### config.mk
export PLATFORM = sky130hd
export DESIGN_NAME = regfile_wb_arbiter
export DESIGN_NICKNAME = d
export VERILOG_FILES = /design/src/rtl/regfile_wb_arbiter.sv
export SDC_FILE = /design/constraint.sdc
export NUM_CORES = 1
export LEC_CHECK = 0
export ABC_AREA = 1
export CORE_UTILIZATION = 42
export DETAILED_ROUTE_END_ITERATION = 6
export PLACE_DENSITY = 0.8
export RECOVER_POWER = 100
export SYNTH_ARGS = -nofsm -noshare
export SYNTH_HDL_FRONTEND = slang
export SYNTH_SLANG_ARGS = --single-unit
export TNS_END_PERCENT = 20
### constraint.sdc
create_clock -name clk -period 1.9 [get_ports clk]
set_input_delay 0.57 -clock clk [delete_from_list [all_inputs] [get_ports clk]]
set_output_delay 0.57 -clock clk [all_outputs]
set_load 0.02 [all_outputs]
### src/rtl/regfile_wb_arbiter.sv
// regfile_wb_arbiter: round-robin arbiter of ALU (A) and load (B) writebacks onto the regfile write port, with pending-register scoreboard
// Ports: clk, rst_n (async, active low); hold_wb blocks grants;
//   rsv_valid/rsv_addr reserve a destination;
//   a_*/b_* are valid/ready write sources;
//   RegWrite/WriteRegister/WriteData drive the regfile write port one cycle after a grant;
//   pending[r] = reg r awaits writeback.
module regfile_wb_arbiter #(
  parameter int DATA_W = 32,
  parameter int ADDR_W = 5
) (
  input  logic              clk,
  input  logic              rst_n,
  input  logic              hold_wb,
  input  logic              rsv_valid,
  input  logic [ADDR_W-1:0] rsv_addr,
  input  logic              a_valid,
  output logic              a_ready,
  input  logic [ADDR_W-1:0] a_addr,
  input  logic [DATA_W-1:0] a_data,
  input  logic              b_valid,
  output logic              b_ready,
  input  logic [ADDR_W-1:0] b_addr,
  input  logic [DATA_W-1:0] b_data,
  output logic              RegWrite,
  output logic [ADDR_W-1:0] WriteRegister,
  output logic [DATA_W-1:0] WriteData,
  output logic [2**ADDR_W-1:0] pending
);
  localparam int NREG = 2**ADDR_W;
  localparam logic [NREG-1:0] lsb = NREG'(1);
  logic last_b;
  logic gnt_a, gnt_b, g_write;
  logic [ADDR_W-1:0] g_addr;
  logic [DATA_W-1:0] g_data;
  logic [NREG-1:0] clr, set, pend_next;
  always_comb begin
    gnt_a = !hold_wb && a_valid && (!b_valid || last_b);
    gnt_b = !hold_wb && b_valid && (!a_valid || !last_b);
    g_addr = gnt_a ? a_addr : b_addr;
    g_data = gnt_a ? a_data : b_data;
    g_write = (gnt_a || gnt_b) && g_addr != '0;
    clr = g_write ? lsb << g_addr : '0;
    set = rsv_valid ? lsb << rsv_addr : '0;
    // set applied after clear so a same-cycle reservation survives; bit 0 never pends
    pend_next = ((pending & ~clr) | set) & ~lsb;
  end
  assign a_ready = gnt_a;
  assign b_ready = gnt_b;
  always_ff @(posedge clk or negedge rst_n) begin
    if (!rst_n) begin
      last_b <= 1'b1;
      RegWrite <= 1'b0;
      WriteRegister <= '0;
      WriteData <= '0;
      pending <= '0;
    end else begin
      RegWrite <= g_write;
      pending <= pend_next;
      if (gnt_a || gnt_b) last_b <= gnt_b;
      if (g_write) begin
        WriteRegister <= g_addr;
        WriteData <= g_data;
      end
    end
  end
  a_hold: assert property (@(posedge clk) disable iff (!rst_n)
    a_valid && !a_ready |=> a_valid && $stable(a_addr) && $stable(a_data));
  b_hold: assert property (@(posedge clk) disable iff (!rst_n)
    b_valid && !b_ready |=> b_valid && $stable(b_addr) && $stable(b_data));
endmodule

==> results.py <==
metrics = {
    "global_route": {
        "grt_usage": 0.235,
        "grt_first_pass_wirelength_um": 16000,
        "grt_pass1_vias": 3313,
        "grt_overflow": 0,
        "antenna_found_initial": 0,
        "grt_max_degree": 39,
    },
    "yosys": {
        "synth.area.mux_share": 0.0893,
        "ys.flop_type": "dfrtp_1",
        "synthAdderAreaFrac": 0,
        "netlist-cell-type-count": 25,
        "synth_top_family_by_area": "simple AND/OR/NAND/NOR gates",
        "synthesis.area_sq_mm": 0.00359,
        "ys_seq_area_frac": 0.489,
        "synthCells": 385,
        "yosys.area_share.simple": 0.226,
        "synth_seq_cells": 70,
        "async_flop_share": 1.00,
        "synth-xor-area-share": 0,
        "synth_edf_count": 0,
        "syn_nets": 470,
        "synth.avg_cell_area_sq_um": 9.32,
        "synth_compound_area_frac": 0.132,
        "ys_warn_count": 0,
    },
    "sta": {
        "rsz0062_at_grt": "yes",
        "layout_min_cycle_time_ns": 1.86,
        "worstMarginPinSlew_ns": 0.948,
        "fin_tns_setup_ns": 0,
        "finalSetupViolCount": 0,
        "maxSlewViolCount": 0,
        "finClkSkew_ns": 0.00732,
        "hold_viol_final": 0,
        "relSlewSlack": 0.368,
        "clock.fmax_mhz": 536,
        "min_period_over_period": 0.981,
    },
    "placement": {
        "place.gp.congestion": 0.912,
        "dp.final_hpwl_um": 7760,
        "dpl.cell_count": 670,
        "place.port_buffers": 155,
    },
    "drt": {
        "totalWireLength_um": 10900,
        "via_count": 3482,
        "drtIter0Drc": 111,
        "ant_nets": 0,
        "dr.pass1.iters": 4,
        "drc": 0,
        "wl_per_cell_um": 15.7,
        "vias_per_cell": 4.99,
    },
    "final_layout": {
        "drive_gt1_frac": 0.255,
        "multiInputGateArea_sq_mm": 0.00170,
        "ff_latch_area_sq_mm": 0.00175,
        "nNetsFinal": 674,
        "fin_util": 0.694,
        "antenna_cells": 0,
        "fillers": 677,
        "fin_cells": 698,
        "area_growth_pct": 59.8,
    },
    "cts": {
        "cts_buffers": 9,
        "path_clk_slew_ns": 0.08,
        "clock-sinks": 70,
        "clk_path_buf_depth": 2,
        "cts_tree": "built",
        "clk_latency_ns": 0.34,
        "clockRootBuffer": "clkbuf_8",
        "hold_buffers": 0,
        "htree_levels": 3,
    },
    "floorplan": {
        "die_x_um": 94.4,
        "ioPinCount": 157,
        "die_y_um": 94.4,
        "rows": 33,
        "coreArea_sq_mm": 0.00826,
        "start_util": 0.434,
        "die_area_sq_mm": 0.00891,
    },
    "job": {
        "drv_cap": 0,
    },
    "power": {
        "p_int_mw": 3.06,
        "peakVddDrop_uv": 659,
        "p_leak_nw": 2.74,
        "power_density_mw_per_mm2": 848,
        "switchingPower_mw": 1.79,
        "switching_share": 0.369,
        "pwr-share-seq": 0.411,
        "p_clk_frac": 0.207,
        "combPwrFrac": 0.383,
    },
    "setup_path": {
        "path_class": "reg -> out",
        "crit_chain": "clkdlybuf4s50_1",
        "worst-path-buf-inv": 1,
        "critPathMaxStageDelay_ns": 0.61,
        "critPathCaptureType": "output port",
        "critPathTopFamily": "buffers and inverters",
        "reg2reg_depth": 13,
        "timing.rr.end": "WriteData[2]",
        "r2r-start": "last_b",
        "setup.worst_path.start": "pending[31]",
        "reg2reg_slack_ns": 0.07,
        "cp_max_fo": 2,
        "cp.required_ns": 1.33,
        "start_kind": "register",
        "arrival_ns": 1.29,
        "cp_slowest_cell": "clkdlybuf4s50_1",
    },
    "hold_path": {
        "hp-class": "in -> async",
    },
    "outcome": {
        "status": "completed",
    },
}
==> metrics by stage <==
stage / power (mW) / hold WS [ns] / cell area (sq um) / worst slack [ns]
after floorplan: 2.96 / 0.274 / 3590 / 0.0109
after global placement: 4.01 / 0.457 / 5520 / -0.610
after detailed placement: 4.05 / 0.458 / 5520 / -0.639
after CTS: 5.00 / 0.0871 / 5710 / 0.00130
after global routing: 5.13 / 0.435 / 5730 / -0.0428
final: 4.86 / 0.348 / 5730 / 0.0358
==> cell usage in the layout, fill, tap and decap left out, types with 5 or more instances in the layout <==
master and n:
nor4_1 7, nor2_2 5, mux2i_1 32, dlygate4sd2_1 27
nand2_4 6, clkbuf_8 9, o21ai_2 31, clkbuf_1 37
o21ai_1 12, buf_6 6, dfrtp_1 69, inv_1 17
o21ai_0 29, nand3_1 19, clkbuf_16 6, nand4_1 7
nand2_1 86, clkdlybuf4s50_1 89, nand2_2 27, buf_12 5
nor2_1 7, buf_4 34
==> layer usage <==
metal	up-vias	track usage	share of wire
li1	1695	-	-
met1	1649	0.290	0.41
met2	125	0.415	0.50
met3	13	0.0427	0.076
met4	0	0.0718	0.014
met5	-	0	0
==> registers in the layout, indices dropped and copies added (netlist names) <==
signal / cells
WriteData: 32
last_b: 1
WriteRegister: 5
RegWrite: 1
pending: 31
==> final cells by class <==
class	count	share of cell area
clock buffer	10	0.0223
clock inverter	5	0.00480
inverter	23	0.0155
multi-input combinational	277	0.297
sequential	70	0.306
tap	105	0.0229
timing repair buffer	208	0.332
==> cell usage after synthesis (2+ instances only) <==
cell type,n,area [sq um]
buf_6,3,33.8
nor4_1,7,43.8
o21ai_1,10,50.1
nor2_4,3,33.8
nand4_1,7,43.8
clkbuf_1,4,15.0
nand2_4,2,22.5
buf_8,4,60.1
clkinv_1,3,11.3
mux2i_1,32,320
o21ai_2,30,263
nand3_1,20,100
inv_1,19,71.3
nand2_1,90,338
buf_2,5,25.0
nor2_1,12,45.0
o21ai_0,32,160
dfrtp_1,69,1730
nand2_2,27,169
==> kinds of logic after synthesis <==
group,after synthesis
multiplexers,32
flip-flops,70
AO/OA/AOI/OAI,72
AND/OR/NAND/NOR,170
other,1
buffers and inverters,40
==> power by group through the flow <==
stage,combinational [mW],sequential (mW),clock [mW]
2_1_floorplan,0.558,2.40,0
3_3_place_gp,2.00,2.01,0
3_5_place_dp,2.03,2.02,0
4_1_cts,1.99,2.00,1.02
5_1_grt,2.01,2.03,1.09
6_report,1.86,2.00,1.00
==> worst max-delay path by stage <==
| stage | cells past startpoint | to | slack (ns) |
|---|---|---|---|
| floorplan | 13 | WriteData[10] | 0.01 |
| global placement | 6 | b_ready | -0.61 |
| detailed placement | 6 | b_ready | -0.64 |
| CTS | 1 | WriteData[16] | 0.001 |
| global route | 12 | WriteData[0] | -0.04 |
| finish | 1 | pending[31] | 0.04 |
==> timing repair <==
item                       in CTS  in global routing
pin swaps                       6                  9
resized for setup              49                 57
setup endpoints to repair      96                100
buffers inserted                2                  1
gates cloned                    1                 10
Note: power is estimated with default switching activity, not from simulation.
